--- config.mk ---
export PLATFORM = sky130hd
export DESIGN_NAME = amplitude_error_detector_flat
export DESIGN_NICKNAME = d
export VERILOG_FILES = /design/src/rtl/amplitude_error_detector_pkg.sv /design/src/rtl/amplitude_error_detector_if.sv /design/src/rtl/amplitude_error_detector_abs_sat16.sv /design/src/rtl/amplitude_error_detector.sv /design/src/flat_wrapper.sv
export VERILOG_INCLUDE_DIRS = /design/src /design/src/rtl
export SDC_FILE = /design/constraint.sdc
export NUM_CORES = 1
export LEC_CHECK = 0
export CAP_MARGIN = 10
export CORE_MARGIN = 5
export CORE_UTILIZATION = 25
export DETAILED_ROUTE_END_ITERATION = 10
export GPL_ROUTABILITY_DRIVEN = 0
export HOLD_SLACK_MARGIN = 0.03
export MAX_ROUTING_LAYER = met4
export SLEW_MARGIN = 20
export SYNTH_ARGS = -nofsm -noshare
export SYNTH_HDL_FRONTEND = slang
export SYNTH_SLANG_ARGS = --single-unit
--- constraint.sdc ---
create_clock -name clk -period 6.3 [get_ports clk]
set_clock_uncertainty 0.05 [all_clocks]
set_input_delay 0.63 -clock clk [delete_from_list [all_inputs] [get_ports clk]]
set_output_delay 0.63 -clock clk [all_outputs]
set_load 0.01 [all_outputs]
--- src/rtl/global_params.svh ---
// Project-wide parameters shared by all blocks: reset polarity and eps word width.
`ifndef GLOBAL_PARAMS_SVH
`define GLOBAL_PARAMS_SVH
`define RST_VAL 1'b1
`define EPS_WORD_W 32
`endif

--- src/rtl/amplitude_error_detector_pkg.sv ---
// Shared types, widths and the amplitude-error helper for amplitude_error_detector.
`include "global_params.svh"

package amplitude_error_detector_pkg;

    localparam int EPS_W = `EPS_WORD_W;

    typedef enum logic {
        IDLE = 1'b0,
        RUN  = 1'b1
    } state_t;

    // Reference minus mean as a 17-bit signed value; both operands are unsigned.
    function automatic logic signed [16:0] amp_err(input logic [15:0] ref_level,
                                                   input logic [14:0] mean);
        return $signed({1'b0, ref_level}) - $signed({2'b00, mean});
    endfunction

endpackage

--- src/rtl/amplitude_error_detector_if.sv ---
// Sample/reference input bundle and eps output bundle of amplitude_error_detector.
interface amplitude_error_detector_if;
    import amplitude_error_detector_pkg::*;

    logic signed [15:0]      sample_i;
    logic                    valid_i;
    logic [15:0]             ref_level_i;
    logic signed [EPS_W-1:0] eps_o;
    logic                    valid_o;

    modport master (
        output sample_i, valid_i, ref_level_i,
        input  eps_o, valid_o
    );

    modport slave (
        input  sample_i, valid_i, ref_level_i,
        output eps_o, valid_o
    );
endinterface

--- src/rtl/amplitude_error_detector_abs_sat16.sv ---
// Combinational absolute value of a 16-bit signed sample; -32768 saturates to 32767.
module abs_sat16 (
    input  logic signed [15:0] x,
    output logic [14:0]        mag
);
    logic [15:0] neg;

    assign neg = 16'(-x);

    always_comb begin
        mag = x[14:0];
        if (x == 16'sh8000)
            mag = 15'h7FFF;
        else if (x[15])
            mag = neg[14:0];
    end
endmodule

--- src/rtl/amplitude_error_detector.sv ---
// Block-mean amplitude error detector: averages |x| over 2^LOG2_BLOCK samples, emits eps.
// Optional deadband on the error is enabled by defining AMP_ERR_DEADBAND_EN.
`include "global_params.svh"

module amplitude_error_detector
    import amplitude_error_detector_pkg::*;
#(
    parameter int LOG2_BLOCK = 6,
    parameter int EPS_SHIFT  = 8,
    parameter int DEADBAND   = 16
) (
    input logic                    clk,
    input logic                    rst,
    amplitude_error_detector_if.slave bus
);
    localparam int SUM_W = 15 + LOG2_BLOCK;

    if (LOG2_BLOCK < 1 || LOG2_BLOCK > 10) begin : g_bad_log2
        $error("LOG2_BLOCK must be within 1..10");
    end
    if (EPS_SHIFT < 0 || EPS_SHIFT > 15) begin : g_bad_shift
        $error("EPS_SHIFT must be within 0..15");
    end
    if (DEADBAND < 0) begin : g_bad_deadband
        $error("DEADBAND must be non-negative");
    end

    logic signed [15:0]      sample_s1;
    logic                    valid_s1;
    logic [15:0]             ref_s1;
    logic [14:0]             mag;
    logic [LOG2_BLOCK-1:0]   count;
    logic [SUM_W-1:0]        sum;
    logic [SUM_W-1:0]        sum_next;
    logic [SUM_W-1:0]        hold;
    logic [15:0]             ref_blk;
    logic [15:0]             ref_hold;
    logic                    done;
    logic                    terminal;
    logic [14:0]             mean;
    logic signed [16:0]      err;
    logic signed [EPS_W-1:0] eps_ext;
    logic signed [EPS_W-1:0] eps_calc;
    logic signed [EPS_W-1:0] eps_next;
    state_t                  state;
    state_t                  next_state;

    always_ff @(posedge clk) begin
        if (rst == `RST_VAL) begin
            sample_s1 <= '0;
            valid_s1  <= 1'b0;
            ref_s1    <= '0;
        end else begin
            sample_s1 <= bus.sample_i;
            valid_s1  <= bus.valid_i;
            ref_s1    <= bus.ref_level_i;
        end
    end

    abs_sat16 u_abs (
        .x   (sample_s1),
        .mag (mag)
    );

    always_ff @(posedge clk) begin
        if (rst == `RST_VAL)
            state <= IDLE;
        else
            state <= next_state;
    end

    always_comb begin
        next_state = state;
        if (state == IDLE && valid_s1)
            next_state = RUN;
    end

    assign sum_next = sum + SUM_W'(mag);
    assign terminal = valid_s1 && (count == '1);

    // The terminal sample goes straight into hold, so the next cycle starts a fresh block.
    always_ff @(posedge clk) begin
        if (rst == `RST_VAL) begin
            count    <= '0;
            sum      <= '0;
            hold     <= '0;
            ref_blk  <= '0;
            ref_hold <= '0;
            done     <= 1'b0;
        end else begin
            done <= 1'b0;
            if (valid_s1) begin
                if (count == '0)
                    ref_blk <= ref_s1;
                if (terminal) begin
                    hold     <= sum_next;
                    ref_hold <= ref_blk;
                    sum      <= '0;
                    count    <= '0;
                    done     <= 1'b1;
                end else begin
                    sum   <= sum_next;
                    count <= count + LOG2_BLOCK'(1);
                end
            end
        end
    end

    assign mean     = 15'(hold >> LOG2_BLOCK);
    assign err      = amp_err(ref_hold, mean);
    assign eps_ext  = EPS_W'(err);
    assign eps_calc = eps_ext <<< EPS_SHIFT;

`ifdef AMP_ERR_DEADBAND_EN
    logic [16:0] err_mag;

    assign err_mag  = err[16] ? 17'(-err) : 17'(err);
    assign eps_next = (err_mag <= 17'(DEADBAND)) ? '0 : eps_calc;
`else
    assign eps_next = eps_calc;
`endif

    always_ff @(posedge clk) begin
        if (rst == `RST_VAL) begin
            bus.eps_o   <= '0;
            bus.valid_o <= 1'b0;
        end else begin
            bus.valid_o <= done;
            if (done)
                bus.eps_o <= eps_next;
        end
    end
endmodule

--- src/flat_wrapper.sv ---
// flat-port wrapper written by rule: the top's interface ports become plain ports
module amplitude_error_detector_flat import amplitude_error_detector_pkg::*;
#(
    parameter int LOG2_BLOCK = 6,
    parameter int EPS_SHIFT  = 8,
    parameter int DEADBAND   = 16
)
  (clk, rst, bus_sample_i, bus_valid_i, bus_ref_level_i, bus_eps_o, bus_valid_o);
  amplitude_error_detector_if bus_i ();
  input logic clk;
  input logic rst;
  input wire logic [$bits(bus_i.sample_i)-1:0] bus_sample_i;
  input wire logic [$bits(bus_i.valid_i)-1:0] bus_valid_i;
  input wire logic [$bits(bus_i.ref_level_i)-1:0] bus_ref_level_i;
  output wire logic [$bits(bus_i.eps_o)-1:0] bus_eps_o;
  output wire logic [$bits(bus_i.valid_o)-1:0] bus_valid_o;
  assign bus_i.sample_i = bus_sample_i;
  assign bus_i.valid_i = bus_valid_i;
  assign bus_i.ref_level_i = bus_ref_level_i;
  assign bus_eps_o = bus_i.eps_o;
  assign bus_valid_o = bus_i.valid_o;
  amplitude_error_detector #(.LOG2_BLOCK(LOG2_BLOCK), .EPS_SHIFT(EPS_SHIFT), .DEADBAND(DEADBAND)) u_core (.clk(clk), .rst(rst), .bus(bus_i));
endmodule
==> flow_metrics.env <==
export IMPL_synth_seq_cells=126
export IMPL_drt_iter0_markers=262
export IMPL_setup_viol=0
export IMPL_cts_buffers=17
export IMPL_grt_pass1_wl_mm=23.0
export IMPL_num_io_pins=68
export IMPL_start_kind="register"
export IMPL_synth_edf_count=0
export IMPL_total_power_mw=2.02
export IMPL_yosysSeqAreaShare=0.403
export IMPL_hold_path_class="register to register"
export IMPL_synth_area_leaders="dfxtp_1 (40%), ha_1 (7.2%), nand2_1 (4.7%)"
export IMPL_syn_inst=726
export IMPL_p_per_area_mw_per_mm2=264
export IMPL_layoutNonFillerInstCount=1106
export IMPL_hold_viol=0
export IMPL_ff2ff_path_depth=17
export IMPL_grt_overflow_total=0
export IMPL_period_share=0.810
export IMPL_cts_hold_buf=0
export IMPL_dr_pass1_iters=6
export IMPL_cts_sinks=126
export IMPL_r2r_end="u_core.sum[18]$_SDFFE_PP0P_"
export IMPL_synthFlopType="dfxtp_1"
export IMPL_io_buffers=59
export IMPL_drive_gt1_frac=0.0554
export IMPL_rsz0062_at_grt="no"
export IMPL_path_cells="inv_1 > ha_1 > nand2_1 > or3_4 > or4_4 > or3_1 > or3b_1 > nand2_1 > ha_1 > fa_1 > a211oi_1 > o21ai_0 > o2111ai_1 > a211oi_1 > o311ai_0 > or3_1 > a31oi_1"
export IMPL_worst_path_buf_inv=1
export IMPL_timing_rr_start="u_core.sample_s1[0]$_SDFF_PP0_"
export IMPL_start_util=0.252
export IMPL_tightest_slew_ps=1040
export IMPL_synth_top_cell_area_share=0.403
export IMPL_vias_per_cell=4.46
export IMPL_die_area_sq_mm=0.0283
export IMPL_hpwl_mm=9.97
export IMPL_drc=0
export IMPL_grt_max_degree=78
export IMPL_drv_slew=0
export IMPL_crit_family="simple AND/OR/NAND/NOR gates"
export IMPL_peakVddDrop_mv=0.165
export IMPL_syn_area_sq_mm=0.00626
export IMPL_cp_end_kind="register"
export IMPL_slowest_stage="or3b_1"
export IMPL_yosys_area_top_type="dfxtp_1"
export IMPL_core_sq_mm=0.0249
export IMPL_endpoint="u_core.sum[18]$_SDFFE_PP0P_"
export IMPL_cts_buffer_depth=2
export IMPL_hold_ws_ps=402
export IMPL_diodes=0
export IMPL_syn_avg_cell_area_sq_um=8.63
export IMPL_status="completed"
export IMPL_tritoncts="done"
export IMPL_layout_nets=836
export IMPL_critPathRequiredTime_ps=6580
export IMPL_die_w_um=168
export IMPL_insertion_delay_ps=420
export IMPL_yosysUniqueCellTypes=58
export IMPL_criticalPathCategory="register to register"
export IMPL_crit_cells=17
export IMPL_wl_per_cell_um=12.3
export IMPL_antenna_found_initial=0
export IMPL_fmax_ghz=0.196
export IMPL_num_rows=58
export IMPL_maxSlewHeadroom=0.303
export IMPL_fillers=2620
export IMPL_cts_resized=0
export IMPL_crit_fanout=14
export IMPL_path_clk_slew_ps=60
export IMPL_worstHoldStart="u_core.ref_blk[2]$_SDFFE_PP0P_"
export IMPL_area_growth_pct=22.4
export IMPL_async_flop_share=0
export IMPL_grt_usage=0.101
export IMPL_die_h_um=168
export IMPL_period_needed_ps=5100
export IMPL_startpoint="u_core.sample_s1[0]$_SDFF_PP0_"
export IMPL_leakagePower_nw=3.00
export IMPL_cpPeakStageDelay_ps=570
export IMPL_post_cts_setup_buffers=0
export IMPL_finalWirelength_mm=13.7
export IMPL_regToRegSetupSlack_ps=1200
export IMPL_cts_max_level=4
export IMPL_final_util=0.308
export IMPL_grt_pass1_vias=4624
export IMPL_ant_nets=0
export IMPL_drv_cap=0
export IMPL_dp_cells=1074
export IMPL_ys_warn_count=0
export IMPL_setup_tns_ps=0
export IMPL_crit_arrival_ps=5390
export IMPL_vias=4932
export IMPL_root_buffer="clkbuf_16"
## cell usage after synthesis (all sizes together), types with 2 or more instances
master,instances
nor3,7
mux2i,24
nand2b,15
o211ai,4
a32o,2
a21o,13
inv,30
o311ai,3
o2111ai,2
a22oi,2
a211oi,16
xnor2,17
a31oi,13
nor2b,45
o32ai,5
o21ai,23
ha,36
dfxtp,126
and2,3
a221oi,2
o22ai,2
buf,20
and3,4
and4,2
or4,3
or2,2
fa,2
nand4,6
nand3,16
o41ai,2
nor2,61
o21a,6
or3,9
o31ai,6
xor2,24
a21oi,49
clkbuf,31
nand2,79
## worst min-delay path: stages (launching register included)
cell and delay [ps]:
dfxtp_1 310, nand2_1 50, a21oi_1 50
## through the flow
stage          setup WS [ps]  cell area [sq um]
4_1_cts                 1230               7670
5_1_grt                  762               7670
6_report                1200               7670
2_1_floorplan           1870               6290
3_5_place_dp            1270               7060
3_3_place_gp            1390               7060
## layer usage
layer / vias to the layer above / part of all wire / global-route usage / wire (um)
met5: - / 0 / - / 0
met2: 101 / 0.44 / 0.148 / 6010
met4: 0 / 0.014 / 0.0374 / 195
met1: 2247 / 0.50 / 0.136 / 6900
met3: 13 / 0.041 / 0.0242 / 559
li1: 2571 / - / - / -
## sequential cells by signal, summed over array words and instances, names as in the netlist, 6 cells and up
signal and count:
u_core.ref_s1 16, u_core.hold 15, u_core.count 6, u_core.sum 21, u_core.ref_blk 16, u_core.ref_hold 16
u_core.sample_s1 16, u_core.bus.eps_o 17
## cells in the final DEF, fill, tap and decap left out, types with 3 or more instances in the layout
cell type,Yosys,routed
dfxtp_1,126,126
nand2_1,79,79
nor2_1,60,60
clkdlybuf4s50_1,0,58
a21oi_1,49,49
nor2b_1,45,45
ha_1,36,36
inv_1,30,30
xor2_1,24,24
mux2i_1,24,24
o21ai_0,23,23
xnor2_1,17,17
clkbuf_16,0,17
a211oi_1,16,16
nand3_1,16,15
nand2b_1,15,15
a21o_1,13,13
a31oi_1,13,13
or3_1,8,8
conb_1,1,8
nor3_1,7,7
o31ai_1,6,6
o21a_1,6,6
nand4_1,6,6
o32ai_1,5,5
o211ai_1,4,4
and3_1,4,4
clkinv_2,0,4
buf_4,15,4
and2_1,3,3
o311ai_0,3,3
clkinvlp_4,0,3
clkinv_4,0,3
bufinv_16,0,3
## power by group
group / internal (mW) / switching, mW / leakage, nW / total, mW
combinational: 0.0846 / 0.104 / 1.68 / 0.188
clock: 0.631 / 0.366 / 0.292 / 0.998
sequential: 0.820 / 0.0159 / 1.03 / 0.836
total: 1.54 / 0.486 / 3.00 / 2.02
## logic make-up after synthesis
logic type	Yosys count	share of synthesized area
AOI/OAI and AO/OA	155	0.159
xor gates and xnor gates	41	0.0573
adders and majority gates	38	0.0783
buffers and inverters	81	0.0589
DFF	126	0.403
muxes	24	0.0384
other	1	0.000599
and+or+nand+nor	260	0.205
## cell type report
class / instances / area (sq um) / area share
Clock inverter: 14 / 168 / 0.0219
Tap cell: 330 / 413 / 0.0538
Multi-Input combinational cell: 526 / 3400 / 0.444
Clock buffer: 18 / 439 / 0.0573
Timing Repair Buffer: 62 / 611 / 0.0796
Inverter: 30 / 113 / 0.0147
Sequential cell: 126 / 2520 / 0.329
## worst min path at each step
| stage | cells after the start | slack [ps] | endpoint |
|---|---|---|---|
| 4_1_cts | 2 | 400 | u_core.ref_hold[2]$_SDFFE_PP0P_ |
| 3_3_place_gp | 2 | 390 | u_core.bus.eps_o[19]$_SDFFE_PP0P_ |
| 2_1_floorplan | 2 | 380 | u_core.ref_hold[0]$_SDFFE_PP0P_ |
| 5_1_grt | 2 | 420 | u_core.ref_hold[6]$_SDFFE_PP0P_ |
| 3_5_place_dp | 2 | 400 | u_core.hold[10]$_SDFFE_PP0P_ |
| 6_report | 2 | 400 | u_core.ref_hold[2]$_SDFFE_PP0P_ |
Note: power is estimated with default switching activity, not from simulation.
==> RTL change 1, RTL diff (same flow settings) <==
`LOG2_BLOCK` is set to 6 in 2 places; all go to 7.
--- a/src/rtl/amplitude_error_detector.sv
+++ b/src/rtl/amplitude_error_detector.sv
@@ -5,7 +5,7 @@
 module amplitude_error_detector
     import amplitude_error_detector_pkg::*;
 #(
-    parameter int LOG2_BLOCK = 6,
+    parameter int LOG2_BLOCK = 7,
     parameter int EPS_SHIFT  = 8,
     parameter int DEADBAND   = 16
 ) (
--- a/src/flat_wrapper.sv
+++ b/src/flat_wrapper.sv
@@ -1,7 +1,7 @@
 // flat-port wrapper written by rule: the top's interface ports become plain ports
 module amplitude_error_detector_flat import amplitude_error_detector_pkg::*;
 #(
-    parameter int LOG2_BLOCK = 6,
+    parameter int LOG2_BLOCK = 7,
     parameter int EPS_SHIFT  = 8,
     parameter int DEADBAND   = 16
 )
Function: no difference found for any inputs over 10 cycles, from zero or initial values and one cycle with rst high; that may be too few to reach the edited logic, so the function may still have changed.
==> RTL change 1 against the original RTL <==
Power is 2.7% higher; sequential cell count increased by 2; combinational power rose by 3%; routed wire length barely moved; sequential share of layout area decreased by 0.31 points; setup slack improved by 0.18 ns; synthesized area rose by 2.9%; cell area grew 2.6%; critical path depth is 1 higher; synthesized cell count up 4.0%; worst hold slack is essentially flat; sequential power increased by 2%; critical path type unchanged; largest power group unchanged; highest routed layer unchanged.
==> RTL change 1: results (changes against the original RTL) <==
The flow ran to the end, and the final reports show no timing, DRC or antenna violations. The worst-case register-to-register setup slack was 1.37 ns (+0.18 ns); the parity-gate share of the synthesized area counting xor and xnor cells was 5.30% (-0.43 points). Number of global-route vias before repair: 4871 (+5.3%). The initial detailed-routing violation count was 272 (+3.8%); the highest attainable clock frequency was 0.203 GHz (+3.6%). The leakage dissipation is 3.06 nW (+1.9%).

For the number of standard cells after synthesis, the log shows 755 (+4.0%). The final HPWL from detailed placement was 9.68 mm (-2.9%). Net total in the final layout: 865 (+3.5%).

For hold timing, the worst endpoint is u_core.ref_hold[5]$_SDFFE_PP0P_. In the final layout, the registers with the most flip-flops are u_core.sum (22), u_core.bus.eps_o (17). The net switching power is 476 uW (-2.1%).

The cell count of the worst reg-to-reg path was 18 (+1). The tools report the first-pass iteration count of the detailed router as 4 (-2). The tools report the number of inserted filler cells in the final layout as 2695 (+2.9%).

The routed length per placed instance is 12.0 um (-2.6%). The post-synthesis compound-gate area fraction was 15.1% (-0.75 points); the maximum fanout count along the critical path was 15 (+1). The startpoint of the lowest-slack hold path was u_core.ref_blk[5]$_SDFFE_PP0P_. The logs give 49.8% (+0.5 points) for the portion of total power attributed to the clock network and 64 (+10%) for the number of library cell types mapped by synthesis. By area the synthesized netlist is led by sky130_fd_sc_hd__dfxtp_1 40%, sky130_fd_sc_hd__ha_1 7.0%, sky130_fd_sc_hd__nand2_1 5.6%, sky130_fd_sc_hd__nor2b_1 3.9%, sky130_fd_sc_hd__a21oi_1 3.6%. The power in combinational cells came out at 193 uW (+3%).

The fraction of the mapped netlist area in adder cells was 7.61% (-0.22 points). The commonest cells after synthesis are 128 x sky130_fd_sc_hd__dfxtp_1, 96 x sky130_fd_sc_hd__nand2_1, 58 x sky130_fd_sc_hd__nor2_1. The total placed instance area was 7240 um2 (+2.6%). The tools report the utilization of the core after routing as 31.1% (+0.34 points). The data arrival time of the critical path is 5.20 ns (-0.19 ns), and the count of vias placed by the detailed router is 5115 (+3.7%). The logs give 10.1% (-0.030 points) for the total global routing track utilization and 1103 (+2.7%) for the placed instance count. The global-route wire length before repair is 23.3 mm (+1.6%).
## RTL change 1: layout make-up
type | instances | share of cell area [%]
multi-input cells | 544 | 44.5
flip-flops and latches | 128 | 32.6
repair buffers | 64 | 7.95
clock buffers | 22 | 5.90
well taps | 330 | 5.25
clock inverters | 10 | 2.02
inverters | 37 | 1.77
## RTL change 1: metal layers
metal	vias up	GRT usage, %	share of wire, %
li1	2661	-	-
met1	2366	12.9	49
met2	78	15.2	46
met3	10	3.10	4.5
met4	0	3.58	1.0
met5	-	-	0
## RTL change 1: kinds of logic after synthesis
family | count (synthesis)
adder cells (fa/ha/maj) | 38
multiplexers | 23
AO/OA/AOI/OAI | 150
buffers and inverters | 90
XOR/XNOR | 39
flip-flops | 128
AND/OR/NAND/NOR | 286
other | 1
## RTL change 1: per-stage QoR
step                      total power [mW]  setup slack, ns
after floorplan                       1.01             1.81
after global placement                1.06             1.50
after detailed placement              1.06             1.40
after CTS                             2.10             1.36
after global routing                  2.18            0.910
final                                 2.08             1.37
==> RTL change 2, RTL diff (same flow settings) <==
Without the edit above. Build with the macro `AMP_ERR_DEADBAND_EN` defined.
--- a/src/rtl/amplitude_error_detector.sv
+++ b/src/rtl/amplitude_error_detector.sv
@@ -1,5 +1,7 @@
 // Block-mean amplitude error detector: averages |x| over 2^LOG2_BLOCK samples, emits eps.
 // Optional deadband on the error is enabled by defining AMP_ERR_DEADBAND_EN.
+`define AMP_ERR_DEADBAND_EN
+
 `include "global_params.svh"
 
 module amplitude_error_detector
Function: no difference found for any inputs over 10 cycles, from zero or initial values and one cycle with rst high; that may be too few to reach the edited logic, so the function may still have changed.
==> RTL change 2 against the original RTL <==
Power shrank 1.7%; cell count is 15% higher; critical path depth increased by 2; routed wire length rose by 20%; synthesized area is 13% higher; global-route usage rose by 0.73 points; sequential cell count unchanged; setup slack got worse by 0.29 ns; cell area rose by 11%; die area grew 12%.
==> RTL change 2: results (changes against the original RTL) <==
The fraction of power spent switching nets was 24.9% (+0.89 points). Ranked by total cell area, the synthesized netlist is headed by sky130_fd_sc_hd__dfxtp_1 36%, sky130_fd_sc_hd__ha_1 6.0%, sky130_fd_sc_hd__nand2_1 4.8%, sky130_fd_sc_hd__a21oi_1 4.2%, sky130_fd_sc_hd__nor2b_1 4.0%. The met3 layer wire length in the routed design is 839 um (+50%). The global-route wire length before repair is 27.5 mm (+20%), and the number of library cell types mapped by synthesis is 71 (+22%). The final wirelength came out at 16.3 mm (+20%). Met1 wire length: 8.54 mm (+24%). The run gives 105 (+35%) as the pin count of the biggest net entering global routing.

The proportion of synthesized area in mux cells is 3.29% (-0.55 points), and the post-synthesis sequential area ratio is 35.7% (-4.6 points). The global-route met2 utilization is 15.5% (+0.70 points), and the fraction of the mapped netlist area in adder cells is 6.58% (-1.3 points). The run gives 539 (+110%) as the initial detailed-routing violation count. The number of inserted filler cells in the final layout came out at 2934 (+12%). The slowest stage of the critical path is the sky130_fd_sc_hd__or3b_2 cell. The run finished with clean final reports. The tools report the number of global-route vias before repair as 5539 (+20%).

The post-synthesis compound-gate area fraction came out at 21.5% (+5.7 points). The net total in the final layout was 952 (+14%). The path type of the worst min-delay path is reg2reg.

The number of antenna cells inserted is 0 (unchanged), and the count of vias placed by the detailed router is 6059 (+23%). The parity-gate share of the synthesized area counting xor and xnor cells was 4.69% (-1.0 points); the pre-CTS setup slack was 1.00 ns (-0.271 ns). The post-CTS repair timing setup buffer count was 0 (unchanged); the share of async-settable or async-resettable flops after synthesis was 0% (unchanged). For the data arrival time of the critical path, the log shows 5.68 ns (+0.29 ns). The met1 demand-to-capacity share in global routing was 15.4% (+1.8 points). The met2 wire length is 6.77 mm (+13%).

By count the netlist is led by 126 x sky130_fd_sc_hd__dfxtp_1, 90 x sky130_fd_sc_hd__nand2_1, 68 x sky130_fd_sc_hd__nor2_1. The final HPWL from detailed placement is 11.6 mm (+16%), and the delay of the slowest cell on the worst path is 0.62 ns (+0.05 ns). The logs give 30.5% (+0.16 points) for the headroom to the max-slew limit and 3.33 nW (+11%) for the leakage dissipation.

The maximum level of the CTS H-tree was 4 (unchanged); the proportion of layout cells with a drive suffix above 1 was 6.94% (+1.4 points). The maximum vdd ir drop is 0.142 mV (-14%), and the met3 routing resource usage after global routing is 2.20% (-0.21 points). Total global routing track utilization: 10.9% (+0.73 points).
## RTL change 2: final timing paths
path	endpoint	start	depth (start not counted)	slack [ns]
hold reg to reg	u_core.hold[13]$_SDFFE_PP0P_	u_core.hold[13]$_SDFFE_PP0P_	2	0.40
setup / recovery	u_core.sum[20]$_SDFFE_PP0P_	u_core.sample_s1[4]$_SDFF_PP0_	19	0.90
setup reg to reg	u_core.sum[20]$_SDFFE_PP0P_	u_core.sample_s1[4]$_SDFF_PP0_	19	0.90
hold / removal	u_core.hold[13]$_SDFFE_PP0P_	u_core.hold[13]$_SDFFE_PP0P_	2	0.40
## RTL change 2: final cells by class
type	instances	area (um2)	area share [%]
multi-input cells	628	4130	48.5
flip-flops and latches	126	2520	29.6
repair buffers	67	656	7.70
well taps	378	473	5.55
clock buffers	18	429	5.04
clock inverters	14	158	1.85
inverters	41	154	1.81
## RTL change 2: power by group through the flow
stage	registers, mW	clock network [mW]	logic (mW)
after global placement	0.851	0	0.180
after detailed placement	0.852	0	0.181
after floorplan	0.846	0	0.136
after global routing	0.836	1.03	0.207
after CTS	0.834	0.996	0.182
final	0.834	0.971	0.182
## RTL change 2: cells by family after synthesis
group,after synthesis
AOI/OAI and AO/OA,218
and+or+nand+nor,306
adders and majority gates,36
xor gates and xnor gates,37
buffers and inverters,98
muxes,23
other,1
DFF,126
## RTL change 2: stage by stage
step	power (mW)	utilization (%)	instances	instance area [um2]	hold slack (ns)
2_1_floorplan	0.982	-	852	7100	0.376
3_3_place_gp	1.03	28.4	1239	7910	0.391
3_5_place_dp	1.03	28.4	1239	7910	0.397
4_1_cts	2.01	30.5	1271	8500	0.405
5_1_grt	2.07	30.6	1272	8520	0.423
6_report	1.99	30.6	1272	8520	0.403
